**src/rtl/xadc_seq_pkg.sv**
```systemverilog
// xadc_seq_pkg: shared types and constants for the XADC DRP sequencer.
//   seq_state_t : sequencer FSM states
//   VAUX*       : DRP addresses of the auxiliary channels in use
//   DATA_W_DEF  : default DRP data width
package xadc_seq_pkg;
   typedef enum logic [2:0] {IDLE, WAIT_EOC, ISSUE, WAIT_DRDY, STORE} seq_state_t;
   localparam logic [6:0] VAUX7  = 7'h17;
   localparam logic [6:0] VAUX14 = 7'h1E;
   localparam logic [6:0] VAUX15 = 7'h1F;
   localparam int DATA_W_DEF = 16;
endpackage

```
**src/rtl/xseq_chan_store.sv**
```systemverilog
// xseq_chan_store: result register for one sequenced channel.
//   CLK_100MHz : system clock
//   SW3_RST    : asynchronous active-high reset, clears result and history
//   wr_en      : one-cycle write strobe for a new sample
//   din        : new sample
//   dout       : latest sample, or the 4-sample average when XSEQ_AVG4_EN is defined
// Build option XSEQ_AVG4_EN: keep a 4-deep history and output (sum of last 4) >> 2.
module xseq_chan_store
   import xadc_seq_pkg::*;
#(
   parameter int DATA_W = DATA_W_DEF
) (
   input  logic              CLK_100MHz,
   input  logic              SW3_RST,
   input  logic              wr_en,
   input  logic [DATA_W-1:0] din,
   output logic [DATA_W-1:0] dout
);
`ifdef XSEQ_AVG4_EN
   logic [DATA_W-1:0] h0, h1, h2;
   logic [DATA_W+1:0] sum;
   // The new sample plus the three before it; reset zeros count until filled.
   assign sum = {2'b00, din} + {2'b00, h0} + {2'b00, h1} + {2'b00, h2};
   always_ff @(posedge CLK_100MHz or posedge SW3_RST)
      if (SW3_RST) begin
         h0   <= '0;
         h1   <= '0;
         h2   <= '0;
         dout <= '0;
      end else if (wr_en) begin
         h0   <= din;
         h1   <= h0;
         h2   <= h1;
         dout <= sum[DATA_W+1:2];
      end
`else
   always_ff @(posedge CLK_100MHz or posedge SW3_RST)
      if (SW3_RST) dout <= '0;
      else if (wr_en) dout <= din;
`endif
endmodule

```
**src/rtl/xadc_drp_sequencer.sv**
```systemverilog
// xadc_drp_sequencer: walks a DRP channel table on each XADC EOC and keeps per-channel results.
//   CLK_100MHz  : system clock
//   SW3_RST     : asynchronous active-high reset
//   enable      : sequencing enable (level)
//   eoc_in      : XADC end-of-conversion pulse
//   drdy_in     : XADC DRP data ready
//   do_in       : XADC DRP read data
//   den_out     : one-cycle DRP enable
//   daddr_out   : DRP address, held until the next read
//   ch_data     : per-channel results, channel 0 in LSBs
//   ch_idx      : channel currently being read
//   frame_valid : one-cycle pulse after the last channel of a frame is stored
//   diff_out    : ch[DIFF_POS] - ch[DIFF_NEG], floored at 0
//   timeout_err : sticky, DRDY did not arrive within TIMEOUT cycles
//   overrun_err : sticky, EOC arrived while a read was in progress
// Build option XSEQ_AVG4_EN: channel results are 4-sample averages.
module xadc_drp_sequencer
   import xadc_seq_pkg::*;
#(
   parameter int               NCH      = 3,
   parameter int               DATA_W   = DATA_W_DEF,
   parameter logic [NCH*7-1:0] CH_ADDR  = {VAUX15, VAUX14, VAUX7},
   parameter int               DIFF_POS = 0,
   parameter int               DIFF_NEG = 2,
   parameter int               TIMEOUT  = 63,
   localparam int              IW       = (NCH > 1) ? $clog2(NCH) : 1
) (
   input  logic                  CLK_100MHz,
   input  logic                  SW3_RST,
   input  logic                  enable,
   input  logic                  eoc_in,
   input  logic                  drdy_in,
   input  logic [DATA_W-1:0]     do_in,
   output logic                  den_out,
   output logic [6:0]            daddr_out,
   output logic [NCH*DATA_W-1:0] ch_data,
   output logic [IW-1:0]         ch_idx,
   output logic                  frame_valid,
   output logic [DATA_W-1:0]     diff_out,
   output logic                  timeout_err,
   output logic                  overrun_err
);
   localparam int TW = $clog2(TIMEOUT + 1);
   seq_state_t state, state_n;
   logic [TW-1:0] timer;
   logic [DATA_W-1:0] hold;
   logic captured, last, tmo_hit, busy;
   logic [DATA_W-1:0] pos, neg;
   assign last    = ch_idx == IW'(NCH - 1);
   // Abort on the TIMEOUT-th cycle after DEN unless DRDY shows up in that same cycle.
   assign tmo_hit = state == WAIT_DRDY && !drdy_in && timer == TW'(TIMEOUT - 1);
   assign busy    = state == ISSUE || state == WAIT_DRDY || state == STORE;
   assign den_out = state == ISSUE;
   always_ff @(posedge CLK_100MHz or posedge SW3_RST)
      if (SW3_RST) state <= IDLE;
      else state <= state_n;
   always_comb begin
      state_n = state;
      unique case (state)
         IDLE:      state_n = enable ? WAIT_EOC : IDLE;
         WAIT_EOC:  state_n = !enable ? IDLE : eoc_in ? ISSUE : WAIT_EOC;
         ISSUE:     state_n = WAIT_DRDY;
         WAIT_DRDY: state_n = (drdy_in || tmo_hit) ? STORE : WAIT_DRDY;
         STORE:     state_n = enable ? WAIT_EOC : IDLE;
         default:   state_n = IDLE;
      endcase
   end
   always_ff @(posedge CLK_100MHz or posedge SW3_RST)
      if (SW3_RST) begin
         ch_idx      <= '0;
         daddr_out   <= CH_ADDR[6:0];
         timer       <= '0;
         hold        <= '0;
         captured    <= 1'b0;
         frame_valid <= 1'b0;
         timeout_err <= 1'b0;
         overrun_err <= 1'b0;
      end else begin
         frame_valid <= state == STORE && last;
         timer       <= (state == WAIT_DRDY) ? timer + TW'(1) : '0;
         if (state == IDLE) ch_idx <= '0;
         if (state == STORE) ch_idx <= last ? '0 : ch_idx + IW'(1);
         // Address is loaded on the way into ISSUE so it is valid alongside DEN.
         if (state == WAIT_EOC && state_n == ISSUE) daddr_out <= CH_ADDR[int'(ch_idx)*7 +: 7];
         if (state == ISSUE) captured <= 1'b0;
         if (state == WAIT_DRDY && drdy_in) begin
            hold     <= do_in;
            captured <= 1'b1;
         end
         if (tmo_hit) timeout_err <= 1'b1;
         if (eoc_in && busy) overrun_err <= 1'b1;
      end
   for (genvar i = 0; i < NCH; i++) begin : g_ch
      xseq_chan_store #(.DATA_W(DATA_W)) u_store (
         .CLK_100MHz (CLK_100MHz),
         .SW3_RST    (SW3_RST),
         .wr_en      (state == STORE && captured && ch_idx == IW'(i)),
         .din        (hold),
         .dout       (ch_data[i*DATA_W +: DATA_W])
      );
   end
   assign pos = ch_data[DIFF_POS*DATA_W +: DATA_W];
   assign neg = ch_data[DIFF_NEG*DATA_W +: DATA_W];
   always_ff @(posedge CLK_100MHz or posedge SW3_RST)
      if (SW3_RST) diff_out <= '0;
      else diff_out <= (pos >= neg) ? pos - neg : '0;
endmodule
```
**config.mk**
```make
export PLATFORM = sky130hd
export DESIGN_NAME = xadc_drp_sequencer
export DESIGN_NICKNAME = d
export VERILOG_FILES = /design/src/rtl/xadc_seq_pkg.sv /design/src/rtl/xseq_chan_store.sv /design/src/rtl/xadc_drp_sequencer.sv
export SDC_FILE = /design/constraint.sdc
export NUM_CORES = 1
export LEC_CHECK = 0
export CAP_MARGIN = 5
export CORE_MARGIN = 2
export CORE_UTILIZATION = 55
export DETAILED_ROUTE_END_ITERATION = 8
export GPL_ROUTABILITY_DRIVEN = 0
export PLACE_DENSITY = 0.85
export SLEW_MARGIN = 20
export SYNTH_ARGS = -nofsm -noshare
export SYNTH_HDL_FRONTEND = slang
export SYNTH_SLANG_ARGS = --single-unit
```
**constraint.sdc**
```tcl
create_clock -name CLK_100MHz -period 9.55 [get_ports CLK_100MHz]
set_input_delay 1.91 -clock CLK_100MHz [delete_from_list [all_inputs] [get_ports CLK_100MHz]]
set_output_delay 1.91 -clock CLK_100MHz [all_outputs]
set_load 0.03 [all_outputs]
```
# Word level (Yosys, flattened, before mapping)
# Index checks and enable logic that the tools add are counted.
# classes
mux	12
order_cmp	1
shift	1
multipliers	1
eq_ne	8
n_addsub	3
reduce_logical	19
# op_table
cell	count
21-bit by 6-bit indexed part select with 7-bit output (first input constant)	1
16-bit greater-or-equal comparator	1
16-bit two-way mux	1
16-bit subtractor	1
3-bit one-hot mux with 4 select lines	1
1-bit logical AND	10
2-bit two-way mux	5
3-bit by 2-bit == test with 1-bit output (second input constant)	3
6-bit by 1-bit adder with 6-bit output (second input constant)	1
6-bit == test (second input constant)	1
6-bit two-way mux	1
2-bit by 3-bit multiplier with 5-bit output (second input constant)	1
2-bit nonzero test	2
3-bit by 1-bit == test with 1-bit output (second input constant)	1
3-bit == test (second input constant)	1
3-bit logical NOT	1
1-bit logical OR	3
1-bit two-way mux	3
3-bit two-way mux	1
2-bit by 1-bit adder with 2-bit output (second input constant)	1
2-bit by 1-bit == test with 1-bit output (second input constant)	1
2-bit == test (second input constant)	1
2-bit logical NOT	1
2-bit OR reduction	1
1-bit logical NOT	1
# word_totals
reg_bits	102
out_inout_bits	77

# Longest topological paths before layout
# Gate-level depths: netlist of the first run.
# logic_depth
depth_word	8
ltp_mapped	11

# By module
# A second synthesis of the first run with hierarchy kept.
# unflattened
hier_cells	381
area_unflattened_um2	4762.1
# by_module_without_submodules
module	cells_per_inst	area_each_um2	seq_area_each_um2	instances
xadc_drp_sequencer	276	2802.7	1253.7	1
xseq_chan_store	35	653.1	400.4	3

# Worst setup path after synthesis of the first run
# No wires, ideal clock.
# synth_path
path_type	register -> output
startpoint	reg state[2]
endpoint	out den_out
stages_incl_launch_ff	3
required_ps	7640
path_slack_ps	6482
arrival_time_ps	1158
cell_sequence	dfrtp_1 -> nor2b_1 -> nor2b_1
# synth_via
elab_chain_len	1
# synth_lines
item	line	rtl
from (decl)	xadc_drp_sequencer.sv:44	seq_state_t state, state_n;
from (signal assigned)	xadc_drp_sequencer.sv:56	else state <= state_n;
3-bit by 2-bit == test with 1-bit output	xadc_drp_sequencer.sv:53	assign den_out = state == ISSUE;
to (decl)	xadc_drp_sequencer.sv:34	output logic den_out,
# No other way between the ends.

# Worst setup path in the final report of the first run
# Same ends and word-level chain as after synthesis.

==> results of run 1 <==
[per-stage QoR]
step	std cells	worst slack, ns
after global routing	585	5.49
after global placement	569	5.81
after floorplan	378	5.08
final	585	5.60
after CTS	585	5.60
after detailed placement	569	5.72
[Yosys cell counts, types with 2 or more instances]
cell / instances / area share, %
sky130_fd_sc_hd__a211oi_1: 4 / 0.66
sky130_fd_sc_hd__a21o_1: 11 / 1.8
sky130_fd_sc_hd__a21oi_1: 11 / 1.2
sky130_fd_sc_hd__and2_1: 2 / 0.27
sky130_fd_sc_hd__and3_1: 5 / 0.68
sky130_fd_sc_hd__and4_1: 2 / 0.38
sky130_fd_sc_hd__buf_2: 6 / 0.66
sky130_fd_sc_hd__buf_4: 4 / 0.66
sky130_fd_sc_hd__dfrtp_1: 96 / 53
sky130_fd_sc_hd__dfstp_2: 2 / 1.1
sky130_fd_sc_hd__ha_1: 24 / 6.6
sky130_fd_sc_hd__inv_1: 25 / 2.1
sky130_fd_sc_hd__mux2_1: 41 / 10
sky130_fd_sc_hd__mux2_2: 24 / 5.9
sky130_fd_sc_hd__mux2i_1: 2 / 0.44
sky130_fd_sc_hd__nand2_1: 11 / 0.90
sky130_fd_sc_hd__nand2_2: 3 / 0.41
sky130_fd_sc_hd__nand2b_1: 3 / 0.41
sky130_fd_sc_hd__nand3_1: 10 / 1.1
sky130_fd_sc_hd__nor2_1: 28 / 2.3
sky130_fd_sc_hd__nor2b_1: 7 / 0.96
sky130_fd_sc_hd__nor3_1: 5 / 0.55
sky130_fd_sc_hd__o211ai_1: 3 / 0.49
sky130_fd_sc_hd__o21a_1: 3 / 0.49
sky130_fd_sc_hd__o21ai_0: 16 / 1.8
sky130_fd_sc_hd__o21ai_1: 2 / 0.22
sky130_fd_sc_hd__xnor2_1: 7 / 1.3
sky130_fd_sc_hd__xor2_1: 5 / 0.96
[layout by cell type, fill, tap and decap left out, types with 2 or more instances in the layout]
| master | instances |
|---|---|
| sky130_fd_sc_hd__clkbuf_8 | 9 |
| sky130_fd_sc_hd__mux2i_1 | 2 |
| sky130_fd_sc_hd__and4_1 | 2 |
| sky130_fd_sc_hd__nor3_1 | 5 |
| sky130_fd_sc_hd__nor2b_1 | 7 |
| sky130_fd_sc_hd__mux2_1 | 41 |
| sky130_fd_sc_hd__a21o_1 | 11 |
| sky130_fd_sc_hd__clkinvlp_4 | 2 |
| sky130_fd_sc_hd__a21oi_1 | 11 |
| sky130_fd_sc_hd__conb_1 | 2 |
| sky130_fd_sc_hd__a211oi_1 | 4 |
| sky130_fd_sc_hd__clkdlybuf4s50_1 | 95 |
| sky130_fd_sc_hd__o21ai_1 | 2 |
| sky130_fd_sc_hd__o21ai_0 | 16 |
| sky130_fd_sc_hd__o21a_1 | 3 |
| sky130_fd_sc_hd__o211ai_1 | 3 |
| sky130_fd_sc_hd__clkinv_2 | 2 |
| sky130_fd_sc_hd__nand2_1 | 11 |
| sky130_fd_sc_hd__xnor2_1 | 7 |
| sky130_fd_sc_hd__and3_1 | 5 |
| sky130_fd_sc_hd__dfrtp_1 | 96 |
| sky130_fd_sc_hd__xor2_1 | 5 |
| sky130_fd_sc_hd__nand2_2 | 3 |
| sky130_fd_sc_hd__nand3_1 | 10 |
| sky130_fd_sc_hd__ha_1 | 24 |
| sky130_fd_sc_hd__and2_1 | 2 |
| sky130_fd_sc_hd__dfstp_2 | 2 |
| sky130_fd_sc_hd__mux2_2 | 24 |
| sky130_fd_sc_hd__inv_1 | 24 |
| sky130_fd_sc_hd__nand2b_1 | 3 |
| sky130_fd_sc_hd__nor2_1 | 28 |
[cell type report]
class | instances | area, um2 | area share, %
Sequential cell | 98 | 2450 | 42.4
Multi-Input combinational cell | 245 | 1970 | 34.0
Timing Repair Buffer | 96 | 962 | 16.6
Tap cell | 105 | 131 | 2.27
Clock buffer | 10 | 128 | 2.21
Inverter | 25 | 96.3 | 1.67
Clock inverter | 6 | 42.5 | 0.735
[cell families after synthesis]
group | count (synthesis) | share of synthesized area, %
compound gates | 58 | 8.29
xor+xnor | 12 | 2.30
fa+ha+maj | 25 | 7.00
buf+inv | 35 | 3.36
flops | 98 | 53.7
mux | 67 | 16.4
other cells | 1 | 0.0820
simple gates | 81 | 8.86
[path summary, 6_finish.rpt]
kind                                         start  cells after the start                       end
min in group asynchronous                  SW3_RST                      2   g_ch[1].u_store.dout[0]
setup / recovery                          state[2]                      3                   den_out
setup reg to reg           g_ch[0].u_store.dout[0]                     10               diff_out[9]
hold reg to reg                        overrun_err                      1               overrun_err
hold / removal                         overrun_err                      1               overrun_err
max in group asynchronous                  SW3_RST                      3  g_ch[1].u_store.dout[10]
[metal layers]
layer / wire length (um) / global-route usage [%]
met5: 0 / 0
met4: 262 / 9.18
met3: 324 / 3.16
met2: 4720 / 37.9
met1: 4140 / 28.8
[critical path: cells and delay by family (launching register included)]
family                 cells  cell delay (ns)
buffers and inverters      1             0.71
AND/OR/NAND/NOR            2             0.52
flip-flops                 1             0.47
[power breakdown]
part,total (uW),switching (uW),leakage (uW),internal (uW)
clock network,237,142,0.0000827,95.4
logic,695,387,0.00137,308
registers,588,74.9,0.00130,513
[registers in the layout, indices dropped and copies added, names as in the netlist]
register           count
hold                  16
g_ch.u_store.dout     48
state                  3
timer                  6
timeout_err            1
ch_idx                 2
diff_out              16
frame_valid            1
overrun_err            1
daddr_out              3
captured               1
==> impl_summary.txt, run 1 <==
----------------------------------------------------
[Finish]
  Number of diodes ... 0
  Utilization after layout ... 71.1%
  Post-synthesis to final-layout area growth ... 26.4%
  Number of nets in the layout ... 521
  Fill count ... 572
  Share of layout cells above drive strength 1 ... 10.6%
  Area of all placed cells without fillers ... 5780 um2

[Logic synthesis]
  Post-Synthesis Cell Area ... 4570 um2
  Count of synthesis-stage warnings from yosys ... 0
  Sequential-to-total area share from yosys stat ... 53.7%
  Mean Syn Cell Area ... 12.1 um2
  Commonest register cell after synthesis ... sky130_fd_sc_hd__dfrtp_1
  Post-synth EDFFs ... 0
  Post-synthesis sequential element count ... 98
  Share of flip-flops with an asynchronous set or reset after synthesis ... 100%
  Post-Syn Instances ... 377
  Post-synthesis cell type count ... 43

[Floorplan]
  Starting density of the core ... 56.2%
  Chip Height ... 95.2 um
  Die Width ... 95.2 um
  Number of rows in the core area ... 33
  Top-level port count ... 98
  Placeable core region ... 8130 um2
  Die area ... 9060 um2

[Timing]
  Worst max-slew margin expressed relative to the limit ... 40.5%
  Final Max Tran Viols ... 0
  Final hold violation count ... 0
  Minimum hold slack ... 0.466 ns
  Worst slew pin tran ... 0.890 ns
  Setup TNS ... 0 ns
  Final period util ... 41.4%
  Final critical path time including I/O delays and setup ... 3.95 ns
  Clk_skew ... 0.00943 ns
  Unrepaired setup endpoints after global routing ... no
  Fmax achieved ... 0.253 GHz
  Count of endpoints failing setup in the final report ... 0

[Power]
  Power per cell area ... 263 nW/um2
  Overall Power ... 1520 uW
  Largest vdd supply drop ... 0.000121 V
  Leakage power ... 0.00276 uW

[Clock network]
  Buffer count from post-CTS setup fixing ... 0
  Hold-fix buffers at CTS ... 0
  CTS Root Cell ... sky130_fd_sc_hd__clkbuf_8
  Bufs on Longest Clock Path ... 2
  CTS-repair resized insts ... 0
  CTS buffer count ... 9
  Clock Sink Count ... 98
  CTS tree ... done
  Clk_lat worst skew ... 0.35 ns
  CTS clock-pin slew for the worst setup and hold paths ... 0.09 ns
  CTS HTree Levels ... 3

[Setup path]
  Data required time of the critical path ... 7.64 ns
  Critical Path Fanout Max ... 8
  Worst stage delay on the critical path ... 0.71 ns
  Crit. End Element ... primary output
  Most frequent cell on the critical path ... sky130_fd_sc_hd__nor2b_1
  Arrival time of data at the critical path endpoint ... 2.04 ns
  Worst-path cell with the longest stage delay ... sky130_fd_sc_hd__clkdlybuf4s50_1
  Setup crit start kind ... flop
  Worst Setup Path Type ... flop to primary output
  Slack of the worst reg-to-reg path ... 6.93 ns
  Cells traversed along the worst timing path ... nor2b_1, nor2b_1, clkdlybuf4s50_1

[Global routing]
  Sum of overflow across all layers after global routing ... 0
  Initial antenna violation count ... 0
  Overall track demand over capacity in global routing ... 22.3%
  Largest net degree at the start of global routing ... 97
  Vias in the first global route ... 3172
  First-pass GRT wire length ... 15400 um

[Drt]
  Vias/cell ... 5.36
  DRC Markers ... 0
  Via Count ... 3137
  1st-pass router iterations ... 4
  Number of nets with antenna violations after detailed routing ... 0
  Starting DRT DRC Count ... 165
  Total wire length after detailed routing ... 9440 um
  Routed wire length per instance ... 16.1 um

[Outcome]
  Run status ... finished, final reports clean

[Placement]
  DPL Wire Length ... 6910 um
  DP Area ... 5610 um2
  Quantity of I/O buffers inserted on ports ... 95

[Job]
  Max Cap Viol ... 0

[Hold path]
  Class of the tightest hold or removal check ... flop to flop

----------------------------------------------------
(Power assumes the default switching activity.)
==> run 2: changes to the inputs <==
CORE_UTILIZATION = 51   (was 55)
PLACE_DENSITY = 0.8   (was 0.85)
clock period = 3.74 ns   (was 9.55 ns; I/O delays follow)
==> impl_summary.txt, run 2 (synthesized netlist as in run 1, its figures left out) <==
----------------------------------------------------
[Outcome]
  Run status ... finished, final reports clean (unchanged)

[Global routing]
  Overall track demand over capacity in global routing ... 19.8% (was 22.3%)
  First-pass GRT wire length ... 15400 um (about the same)
  Vias in the first global route ... 3191 (was 3172)
  Largest net degree at the start of global routing ... 68 (was 97)
  Sum of overflow across all layers after global routing ... 0 (unchanged)
  Initial antenna violation count ... 0 (unchanged)

[Power]
  Leakage power ... 0.00277 uW (was 0.00276 uW)
  Largest vdd supply drop ... 0.000281 V (was 0.000121 V)
  Power per cell area ... 676 nW/um2 (was 263 nW/um2)

[Clock network]
  CTS clock-pin slew for the worst setup and hold paths ... 0.08 ns (was 0.09 ns)
  Clock Sink Count ... 98 (unchanged)
  Buffer count from post-CTS setup fixing ... 0 (unchanged)
  CTS tree ... done (unchanged)
  Bufs on Longest Clock Path ... 2 (unchanged)
  CTS-repair resized insts ... 0 (unchanged)
  CTS buffer count ... 9 (unchanged)
  Clk_lat worst skew ... 0.35 ns (about the same)
  CTS HTree Levels ... 3 (unchanged)
  Hold-fix buffers at CTS ... 0 (unchanged)
  CTS Root Cell ... sky130_fd_sc_hd__clkbuf_8 (unchanged)

[Timing]
  Setup TNS ... 0 ns (unchanged)
  Worst max-slew margin expressed relative to the limit ... 40.0% (was 40.5%)
  Final critical-path setup slack ... 0.936 ns (was 5.60 ns)
  Fmax achieved ... 0.357 GHz
  Count of endpoints failing setup in the final report ... 0 (unchanged)
  Final critical path time including I/O delays and setup ... 2.80 ns
  Clk_skew ... 0.00849 ns (was 0.00943 ns)
  Final period util ... 75.0%
  Final hold violation count ... 0 (unchanged)
  Worst slew pin tran ... 0.898 ns (was 0.890 ns)
  Unrepaired setup endpoints after global routing ... no (unchanged)
  Final Max Tran Viols ... 0 (unchanged)

[Placement]
  DPL Wire Length ... 6850 um (was 6910 um)
  Post-placement worst setup slack ... 1.09 ns (was 5.72 ns)
  Quantity of I/O buffers inserted on ports ... 95 (unchanged)
  Post-placement cell count ... 572 (was 569)

[Finish]
  Most common library cell in the layout ignoring fill and taps ... sky130_fd_sc_hd__dfrtp_1 (unchanged)
  Register ranked first by flip-flop count ... g_ch.u_store.dout (unchanged)
  Final Instance Count excl. Fillers ... 588 (was 585)
  Largest register FFs ... 48 (unchanged)
  Number of diodes ... 0 (unchanged)
  Largest registers in the final layout ... g_ch.u_store.dout: 48 flops, diff_out: 16 flops, hold: 16 flops (unchanged)
  Post-synthesis to final-layout area growth ... 27.0% (was 26.4%)
  Share of layout cells above drive strength 1 ... 10.0% (was 10.6%)
  Number of nets in the layout ... 521 (unchanged)
  Most frequent cells in the layout ... sky130_fd_sc_hd__dfrtp_1 (96), sky130_fd_sc_hd__clkdlybuf4s50_1 (95), sky130_fd_sc_hd__mux2_1 (41) (unchanged)
  Utilization after layout ... 66.6% (was 71.1%)

[Setup path]
  Arrival time of data at the critical path endpoint ... 2.06 ns (was 2.04 ns)
  Critical Path Fanout Max ... 8 (unchanged)
  Worst Setup Path Type ... flop to primary output (unchanged)
  Setup crit start kind ... flop (unchanged)
  Data required time of the critical path ... 2.99 ns (was 7.64 ns)
  Crit. End Element ... primary output (unchanged)

[Drt]
  Number of nets with antenna violations after detailed routing ... 0 (unchanged)
  Via Count ... 3184 (was 3137)
  Total wire length after detailed routing ... 9310 um (was 9440 um)
  Routed wire length per instance ... 15.8 um (was 16.1 um)
  1st-pass router iterations ... 4 (unchanged)
  Vias/cell ... 5.41 (was 5.36)
  DRC Markers ... 0 (unchanged)
  Starting DRT DRC Count ... 170 (was 165)

[Floorplan]
  Top-level port count ... 98 (unchanged)
  Starting density of the core ... 52.5% (was 56.2%)
  Placeable core region ... 8720 um2 (was 8130 um2)
  Chip Height ... 98.7 um (was 95.2 um)
  Number of rows in the core area ... 34 (was 33)
  Die Width ... 98.7 um (was 95.2 um)
  Die area ... 9740 um2 (was 9060 um2)

[Hold path]
  Class of the tightest hold or removal check ... flop to flop (unchanged)

[Job]
  Max Cap Viol ... 0 (unchanged)

----------------------------------------------------
[run 2: area by class of cell]
cell class	count	area [um2]
fillers	672	2910
flip-flops and latches	98	2450
multi-input cells	245	1970
repair buffers	96	971
clock buffers	13	139
well taps	108	135
inverters	25	96.3
clock inverters	3	42.5
[run 2: report_power, final]
part | leakage [uW] | switching (uW) | internal (uW)
combinational | 0.00138 | 985 | 788
sequential | 0.00130 | 192 | 1310
clock | 0.0000876 | 343 | 310
total | 0.00277 | 1520 | 2410
[run 2: final timing paths]
kind	from	endpoint	slack, ns	depth (start not counted)
hold / removal	timeout_err	timeout_err	0.46	1
min in group asynchronous	SW3_RST	hold[3]	0.88	2
setup reg to reg	g_ch[0].u_store.dout[0]	diff_out[14]	1.16	10
max in group asynchronous	SW3_RST	daddr_out[4]	2.14	3
hold reg to reg	timeout_err	timeout_err	0.46	1
setup / recovery	state[2]	den_out	0.94	3
[run 2: per-stage QoR]
| step | area (um2) | power (uW) | hold slack (ns) |
|---|---|---|---|
| 5_1_grt | 5810 | 4190 | 0.480 |
| 4_1_cts | 5810 | 3950 | 0.470 |
| 6_report | 5810 | 3930 | 0.461 |
| 3_3_place_gp | 5630 | 3230 | 0.442 |
| 3_5_place_dp | 5630 | 3290 | 0.447 |
| 2_1_floorplan | 4580 | 2760 | 0.474 |
[run 2: worst max-delay path, stage by stage, from the launching register on]
cell and delay (ns):
sky130_fd_sc_hd__dfrtp_1 0.46, sky130_fd_sc_hd__nor2b_1 0.28, sky130_fd_sc_hd__nor2b_1 0.25, sky130_fd_sc_hd__clkdlybuf4s50_1 0.71
[run 2: routing by layer]
metal	vias up	share of wire, %	global-route usage, %
met3	13	4.9	5.25
met1	1590	43	25.8
met5	-	0	0
met4	0	1.6	6.22
met2	81	51	32.7
li1	1500	-	-
==> run 3: changes to the inputs <==
CORE_UTILIZATION = 46   (was 51)
PLACE_DENSITY = 0.76   (was 0.8)
clock period = 2.5 ns   (was 3.74 ns; I/O delays follow)
==> impl_summary.txt, run 3 (synthesized netlist as in run 1, its figures left out) <==
----------------------------------------------------
[Clock network]
  CTS tree ... done (unchanged)
  Hold-fix buffers at CTS ... 0 (unchanged)
  Bufs on Longest Clock Path ... 2 (unchanged)
  Clk_lat worst skew ... 0.37 ns (was 0.35 ns)
  CTS HTree Levels ... 3 (unchanged)
  Buffer count from post-CTS setup fixing ... 0 (unchanged)
  CTS buffer count ... 9 (unchanged)
  Clock Sink Count ... 98 (unchanged)
  CTS Root Cell ... sky130_fd_sc_hd__clkbuf_8 (unchanged)
  CTS clock-pin slew for the worst setup and hold paths ... 0.09 ns (was 0.08 ns)

[Setup path]
  Cells traversed along the worst timing path ... inv_1, ha_1, inv_1, fa_1, a211oi_2, o21bai_1, a21oi_1, o21ai_1, mux2i_1, a2111oi_2 (was nor2b_1, nor2b_1, clkdlybuf4s50_1)
  Worst Setup Path Type ... flop to flop (was flop to primary output)
  Worst stage delay on the critical path ... 0.44 ns (was 0.71 ns)
  Critical Path Fanout Max ... 3 (was 8)
  Arrival time of data at the critical path endpoint ... 2.61 ns (was 2.06 ns)
  Most frequent cell on the critical path ... sky130_fd_sc_hd__inv_1 (was sky130_fd_sc_hd__nor2b_1)
  Setup crit start kind ... flop (unchanged)
  Crit. End Element ... flop (was primary output)
  Data required time of the critical path ... 2.76 ns (was 2.99 ns)
  Worst-path cell with the longest stage delay ... sky130_fd_sc_hd__fa_1 (was sky130_fd_sc_hd__clkdlybuf4s50_1)

[Finish]
  Post-synthesis to final-layout area growth ... 29.8% (was 27.0%)
  Number of diodes ... 0 (unchanged)
  Register ranked first by flip-flop count ... g_ch.u_store.dout (unchanged)
  Fill count ... 813 (was 672)
  Share of layout cells above drive strength 1 ... 11.7% (was 10.0%)
  Largest register FFs ... 48 (unchanged)
  Most frequent cells in the layout ... sky130_fd_sc_hd__dfrtp_1 (96), sky130_fd_sc_hd__clkdlybuf4s50_1 (94), sky130_fd_sc_hd__mux2_1 (41) (was sky130_fd_sc_hd__dfrtp_1 (96), sky130_fd_sc_hd__clkdlybuf4s50_1 (95), sky130_fd_sc_hd__mux2_1 (41))
  Largest registers in the final layout ... g_ch.u_store.dout: 48 flops, diff_out: 16 flops, hold: 16 flops (unchanged)
  Area of all placed cells without fillers ... 5940 um2 (was 5810 um2)
  Number of nets in the layout ... 527 (was 521)
  Most common library cell in the layout ignoring fill and taps ... sky130_fd_sc_hd__dfrtp_1 (unchanged)

[Job]
  Max Cap Viol ... 0 (unchanged)

[Floorplan]
  Number of rows in the core area ... 36 (was 34)
  Top-level port count ... 98 (unchanged)
  Placeable core region ... 9730 um2 (was 8720 um2)
  Die Width ... 104 um (was 98.7 um)
  Chip Height ... 104 um (was 98.7 um)
  Starting density of the core ... 47.0% (was 52.5%)
  Die area ... 10800 um2 (was 9740 um2)

[Drt]
  Via Count ... 3167 (was 3184)
  Number of nets with antenna violations after detailed routing ... 0 (unchanged)
  Total wire length after detailed routing ... 9550 um (was 9310 um)
  DRC Markers ... 0 (unchanged)
  Vias/cell ... 5.12 (was 5.41)
  1st-pass router iterations ... 4 (unchanged)
  Starting DRT DRC Count ... 117 (was 170)
  Routed wire length per instance ... 15.4 um (was 15.8 um)

[Power]
  Seq pwr share ... 36.9% (was 38.2%)
  Clock network fraction of total power ... 18.2% (was 16.6%)
  Comb pwr share ... 45.0% (was 45.1%)
  Switching share of power ... 38.0% (was 38.7%)
  Leakage power ... 0.00283 uW (was 0.00277 uW)
  Power per cell area ... 1020 nW/um2 (was 676 nW/um2)
  Switch Pwr ... 2300 uW (was 1520 uW)
  Largest vdd supply drop ... 0.000412 V (was 0.000281 V)
  Internal power consumption ... 3760 uW (was 2410 uW)

[Global routing]
  Overall track demand over capacity in global routing ... 18.7% (was 19.8%)
  Global routing usage on met1 ... 24.5% (was 25.8%)
  Initial antenna violation count ... 0 (unchanged)
  Vias in the first global route ... 3180 (was 3191)
  Largest net degree at the start of global routing ... 37 (was 68)
  Met2 usage ... 29.9% (was 32.7%)
  Busiest metal layer after global routing ... met2 (unchanged)
  Sum of overflow across all layers after global routing ... 0 (unchanged)
  First-pass GRT wire length ... 15900 um (was 15400 um)
  Met3 track demand over resource ... 3.96% (was 5.25%)

[Timing]
  Unrepaired setup endpoints after global routing ... no (unchanged)
  Final Max Tran Viols ... 0 (unchanged)
  Fmax achieved ... 0.425 GHz
  Final critical path time including I/O delays and setup ... 2.35 ns
  Clk_skew ... 0.0135 ns (was 0.00849 ns)
  Setup TNS ... 0 ns (unchanged)
  Count of endpoints failing setup in the final report ... 0 (unchanged)
  Worst max-slew margin expressed relative to the limit ... 53.0% (was 40.0%)
  Worst slew pin tran ... 0.704 ns (was 0.898 ns)
  Final hold violation count ... 0 (unchanged)
  Final period util ... 94.1%

[Placement]
  DPL Wire Length ... 7050 um (was 6850 um)
  Quantity of I/O buffers inserted on ports ... 95 (unchanged)
  DP Area ... 5720 um2 (was 5630 um2)

[Hold path]
  Class of the tightest hold or removal check ... flop to flop (unchanged)

[Outcome]
  Run status ... finished, final reports clean (unchanged)

----------------------------------------------------
## run 3: worst paths after layout
| kind | start | to | slack [ns] | depth (start not counted) |
|---|---|---|---|---|
| setup reg to reg | g_ch[0].u_store.dout[0] | diff_out[14] | 0.15 | 10 |
| hold reg to reg | timeout_err | timeout_err | 0.47 | 1 |
| min in group asynchronous | SW3_RST | g_ch[2].u_store.dout[8] | 0.58 | 2 |
| hold / removal | timeout_err | timeout_err | 0.47 | 1 |
| setup / recovery | g_ch[0].u_store.dout[0] | diff_out[14] | 0.15 | 10 |
| max in group asynchronous | SW3_RST | diff_out[15] | 1.32 | 3 |
## run 3: power by group through the flow
stage | registers (uW) | clock network, uW | logic, uW
after global placement | 2240 | 0 | 2670
after floorplan | 2560 | 0 | 1570
final | 2230 | 1100 | 2730
after detailed placement | 2260 | 0 | 2710
after CTS | 2230 | 1130 | 2730
after global routing | 2290 | 1190 | 2980
## run 3: layer usage
metal / routed length (um) / vias up
met3: 439 / 17
met1: 4240 / 1557
met4: 226 / 0
met5: 0 / -
li1: - / 1518
met2: 4650 / 75
## run 3: final cells by class
type	count	area, um2	share of cell area [%]
clock buffer	11	131	2.21
clock inverter	5	80.1	1.35
sequential	98	2450	41.4
inverter	25	97.6	1.64
multi-input combinational	245	1970	33.3
timing repair buffer	102	1030	17.4
tap	133	166	2.80
## run 3: critical path: cells and delay by family (launching register included)
family | cells | cell delay (ns)
adder cells (fa/ha/maj) | 2 | 0.62
flip-flops | 1 | 0.41
buffers and inverters | 2 | 0.14
AO/OA/AOI/OAI | 5 | 0.92
multiplexers | 1 | 0.17
## run 3: what timing repair did
action	4_1_cts	5_1_grt
gates resized for setup	0	2
endpoints found under the hold margin	0	0
setup endpoints to repair	0	4
## run 3: stage by stage
step	utilization (%)	total power (uW)	hold slack [ns]	setup WS [ns]	instances
floorplan	-	4130	0.474	0.117	378
global placement	58.8	4910	0.439	0.219	603
detailed placement	58.8	4980	0.447	0.108	603
CTS	60.9	6090	0.465	0.00626	619
global route	61.0	6460	0.489	0.00597	619
finish	61.0	6060	0.465	0.149	619
